**src/rtl/read_empty.sv**
```systemverilog
// ---------------------------------------------------------------------------
// read_empty
// Read-side pointer and empty logic for the asynchronous FIFO. This is the
// counterpart of the write-side full logic. It brings the write gray pointer
// into the read clock domain and keeps the read binary and gray pointers. It
// also produces registered empty, almost_empty, occupancy and underflow
// flags, drives the RAM read address, and exports the read gray pointer
// towards the write-domain synchroniser.
// ---------------------------------------------------------------------------
module read_empty #(
   parameter int FIFO_addr_size  = 2,
   parameter int SYNC_STAGES     = 2,
   parameter int ALMOST_EMPTY_TH = 1
) (
   input  logic                      clk_r,
   input  logic                      rst_r,
   input  logic                      r_en,
   input  logic [FIFO_addr_size:0]   w_pointer_gray,
   output logic                      empty,
   output logic                      almost_empty,
   output logic                      underflow,
   output logic [FIFO_addr_size-1:0] r_addr,
   output logic [FIFO_addr_size:0]   r_pointer_gray,
   output logic [FIFO_addr_size:0]   r_level
);

   // Pointers carry one extra wrap bit above the RAM address, so an empty
   // FIFO and a full FIFO can be told apart.
   localparam int PW = FIFO_addr_size + 1;

   // The threshold is compared against a modulo level, so it is held at the
   // pointer width.
   localparam logic [PW-1:0] AE_TH = PW'(ALMOST_EMPTY_TH);

   logic [PW-1:0] r_bin;
   logic [PW-1:0] r_syncChain [SYNC_STAGES];

   logic          w_rdOk;
   logic [PW-1:0] w_binNext;
   logic [PW-1:0] w_grayNext;
   logic [PW-1:0] w_graySync;
   logic [PW-1:0] w_binSync;
   logic [PW-1:0] w_levelNext;

   // Plain flop chain carrying the write gray pointer into clk_r. Only one
   // bit of a gray code changes per step, so every sampled value is either
   // the old pointer or the new one. No logic sits between the stages.
   always_ff @(posedge clk_r or posedge rst_r) begin
      if (rst_r) begin
         for (int i = 0; i < SYNC_STAGES; i++) begin
            r_syncChain[i] <= '0;
         end
      end else begin
         r_syncChain[0] <= w_pointer_gray;
         for (int i = 1; i < SYNC_STAGES; i++) begin
            r_syncChain[i] <= r_syncChain[i-1];
         end
      end
   end

   assign w_graySync = r_syncChain[SYNC_STAGES-1];

   // Gray to binary conversion of the synchronised write pointer. Each
   // binary bit is the XOR of all gray bits at and above its position. This
   // leaves the MSB copied and gives b[i] = b[i+1] ^ g[i].
   always_comb begin
      w_binSync = '0;
      for (int i = 0; i < PW; i++) begin
         w_binSync[i] = ^(w_graySync >> i);
      end
   end

   // Next-state read pointer. A read is accepted only while the FIFO is not
   // empty, so a read request on an empty FIFO leaves both pointers and the
   // RAM address untouched.
   always_comb begin
      w_rdOk      = r_en & ~empty;
      w_binNext   = r_bin + PW'(w_rdOk);
      w_grayNext  = (w_binNext >> 1) ^ w_binNext;
      w_levelNext = w_binSync - w_binNext;
   end

   // All flags are registered from next-state values. The read that takes
   // the last word therefore raises empty and drops the level on the same
   // edge. The level arithmetic is modulo the pointer width, so wrapping
   // through zero needs no special handling. Because the write pointer
   // arrives late, empty can only deassert late, never early.
   always_ff @(posedge clk_r or posedge rst_r) begin
      if (rst_r) begin
         r_bin          <= '0;
         r_pointer_gray <= '0;
         empty          <= 1'b1;
         almost_empty   <= 1'b1;
         underflow      <= 1'b0;
         r_level        <= '0;
      end else begin
         r_bin          <= w_binNext;
         r_pointer_gray <= w_grayNext;
         empty          <= (w_grayNext == w_graySync);
         almost_empty   <= (w_levelNext <= AE_TH);
         underflow      <= r_en & empty;
         r_level        <= w_levelNext;
      end
   end

   // The RAM is addressed by the low bits of the binary pointer. The head
   // word is therefore presented for the read accepted in this cycle.
   assign r_addr = r_bin[FIFO_addr_size-1:0];

endmodule

```
**config.mk**
```make
export PLATFORM = sky130hd
export DESIGN_NAME = read_empty
export DESIGN_NICKNAME = d
export VERILOG_FILES = /design/src/rtl/read_empty.sv
export SDC_FILE = /design/constraint.sdc
export NUM_CORES = 1
export LEC_CHECK = 0
export BUFFER_PORTS_ARGS = -buffer_cell sky130_fd_sc_hd__buf_2
export CORE_AREA = 2 2 39 41
export DETAILED_ROUTE_END_ITERATION = 7
export DIE_AREA = 0 0 41 43
export PLACE_DENSITY = 0.76
export SYNTH_ARGS = -nofsm -noshare
export SYNTH_HDL_FRONTEND = slang
export SYNTH_SLANG_ARGS = --single-unit
```
**constraint.sdc**
```tcl
create_clock -name clk_r -period 5.04 [get_ports clk_r]
set_input_delay 0.504 -clock clk_r [delete_from_list [all_inputs] [get_ports clk_r]]
set_output_delay 0.504 -clock clk_r [all_outputs]
set_load 0.05 [all_outputs]
```
==> run_results.csv <==
group,metric,value,unit
status,status,"completed",
clock_tree,cts_tree,"done",
clock_tree,clock_latency,0.29,ns
layout,post-route-util,57.9,%
synth,yosysWarnings,0,
routing,via_per_inst,4.37,
layout,final_common_cell,"buf_2",
routing,drt_first_pass_iters,1,
synth,synth_top_area_share,55.8,%
synth,avgSynthCellArea,14.6,µm²
sta,fin_crit,2.18,ns
synth,synthArstFlopShare,100,%
clock_tree,cts_setup_buffers,0,
sta,relSlewSlack,59.8,%
routing,drc_errors,0,
worst_setup_path,worstRegToRegCells,8,
global_routing,first_global_vias,336,
die,die_w,41,µm
synth,synthesis.nets,56,
clock_tree,cts_made_buffers,3,
global_routing,overflow,0,
routing,routed_wl,865,µm
routing,ant_nets,0,
layout,areaGrowthSynthToFinish,19.0,%
clock_tree,h-tree-depth,1,
worst_setup_path,cp.buffers_inverters,1,
worst_setup_path,path_class,"flip-flop to flip-flop",
layout,nets,77,
worst_setup_path,cp.required,5.28,ns
placement,place_ws,2.68,ns
global_routing,antenna_found_initial,0,
sta,maxSlewViolCount,0,
placement,placed_area,773,µm²
flow_run,maxCapViolCount,0,
worst_setup_path,reg2reg_to,"almost_empty$_DFF_PP1_",
synth,ys_ff_latch,17,
worst_setup_path,crit_top_cell,"ha_1",
worst_setup_path,ff2ff_setup_slack,2.86,ns
sta,fmax,0.460,GHz
layout,antenna_cells,0,
die,io_pins,17,
die,dieArea,0.00176,mm²
clock_tree,clk_pin_slew,0.10,ns
sta,hold_viol,0,
worst_setup_path,cp_max_fo,4,
worst_setup_path,cp-end-kind,"flip-flop",
worst_setup_path,critical-path-slowest-cell,"dfstp_2",
layout,mostFrequentLayoutCells,"16 x buf_2, 15 x dfrtp_1, 5 x inv_1, 4 x xnor2_1",
routing,drtIter0Drc,0,
worst_setup_path,critPathTopFamily,"adder cells",
worst_setup_path,crit_chain,"nor2b_1 -> ha_1 -> ha_1 -> inv_1 -> fa_1 -> xnor2_1 -> xnor2_2 -> nor2_2",
placement,gp_congestion,0.748,
die,start_util,48.6,%
sta,rsz0062_at_grt,"no",
worst_setup_path,critPathLaunchType,"flip-flop",
sta,finalCritPeriodShare,43.2,%
die,die_h,43,µm
placement,dp_hpwl,682,µm
clock_tree,clkSinkCount,17,
synth,synth_edf_count,0,
routing,wl_per_cell,10.5,µm
synth,synth_area_leader_cell,"dfrtp_1",
layout,fillers,121,
sta,setup_violations,0,
sta,fin_ws,2.86,ns
worst_setup_path,critical-path-max-stage-delay,0.54,ns
synth,yosysSeqAreaShare,63.6,%
hold_path,hold_class,"input pin to asynchronous set/reset pin",
synth,synth_area,673,µm²
layout,fin_area,801,µm²
routing,vias,358,
sta,fin_tns_setup,0,ns
die,rows,14,
worst_setup_path,r2r-start,"empty$_DFF_PP1_",
clock_tree,cts_buffer_depth,2,
synth,syn_inst,46,
die,core_region_area,0.00138,mm²
clock_tree,root_buffer,"clkbuf_4",
synth,synth_area_leaders,"dfrtp_1 56%, dfstp_2 7.8%, ha_1 5.6%, xnor2_1 5.2%, xnor2_4 4.1%",
synth,synthFlopType,"dfrtp_1",
sta,worst_slew_pin_slew,0.603,ns
worst_setup_path,crit_path_start,"empty$_DFF_PP1_",
layout,drive_above_1_share,37.9,%
sta,clock-skew-final,0.00652,ns
placement,io_buffers,16,
global_routing,grt_usage,14.0,%
global_routing,grt_pass1_wl,1500,µm
worst_setup_path,endpoint,"almost_empty$_DFF_PP1_",
synth,ys_types,17,
clock_tree,post_cts_resized,0,
global_routing,grt_max_degree,18,
worst_setup_path,worstPathArrival,2.41,ns
worst_setup_path,cp_num_cells,8,
clock_tree,cts_hold_buf,0,
[metrics by stage]
step / std cells / hold slack (ns)
floorplan: 46 / 0.331
global placement: 78 / 0.337
detailed placement: 78 / 0.335
CTS: 82 / 0.279
global route: 82 / 0.288
finish: 82 / 0.259
[logic make-up after synthesis]
family	share of synthesized area (%)
DFF	63.6
xor gates and xnor gates	13.0
muxes	2.97
AOI/OAI and AO/OA	1.30
buffers and inverters	2.79
and+or+nand+nor	7.81
adders and majority gates	8.55
[flip-flops by register name, summed over array words and instances (netlist names)]
register        cells
almost_empty        1
empty               1
r_pointer_gray      2
w_graySync          3
r_bin               3
underflow           1
r_level             3
r_syncChain         3
[how the worst min path moves through the flow]
| stage | start | end | slack, ns | depth (start not counted) |
|---|---|---|---|---|
| floorplan | r_syncChain[3]$_DFF_PP0_ | w_graySync[0]$_DFF_PP0_ | 0.33 | 0 |
| CTS | rst_r | w_graySync[2]$_DFF_PP0_ | 0.28 | 2 |
| global route | w_pointer_gray[1] | r_syncChain[4]$_DFF_PP0_ | 0.29 | 1 |
| detailed placement | r_syncChain[4]$_DFF_PP0_ | w_graySync[1]$_DFF_PP0_ | 0.33 | 0 |
| finish | rst_r | w_graySync[2]$_DFF_PP0_ | 0.26 | 2 |
| global placement | r_syncChain[4]$_DFF_PP0_ | w_graySync[1]$_DFF_PP0_ | 0.34 | 0 |
[synthesized netlist by cell type, types with 2 or more instances]
master / number
inv_1: 5
nor2_1: 2
xnor2_1: 4
ha_1: 3
nand2b_1: 2
dfstp_2: 2
dfrtp_1: 15
mux2i_1: 2
and2_1: 2
nand2_1: 2
[cell type report]
cell class | instances | area, µm² | area share, %
clock inverter | 1 | 5.00 | 0.625
sequential | 17 | 428 | 53.4
timing repair buffer | 16 | 80.1 | 10.0
tap | 16 | 20.0 | 2.50
inverter | 5 | 18.8 | 2.34
clock buffer | 3 | 22.5 | 2.81
multi-input combinational | 24 | 226 | 28.3
[worst reg2reg max path, cell delays in order, from the launching register on]
cell and delay [ns]:
dfstp_2 0.54, nor2b_1 0.05, ha_1 0.17, ha_1 0.35
inv_1 0.10, fa_1 0.43, xnor2_1 0.28, xnor2_2 0.16
nor2_2 0.04
[metal layers]
layer / track usage (%) / share of wire, %
met1: 16.1 / 41
met2: 19.7 / 48
met5: 0 / 0
met3: 4.71 / 5.7
met4: 12.0 / 4.4
Power is not shown: default switching activity piles up to over one toggle a cycle in this logic, so the estimate is an artifact.
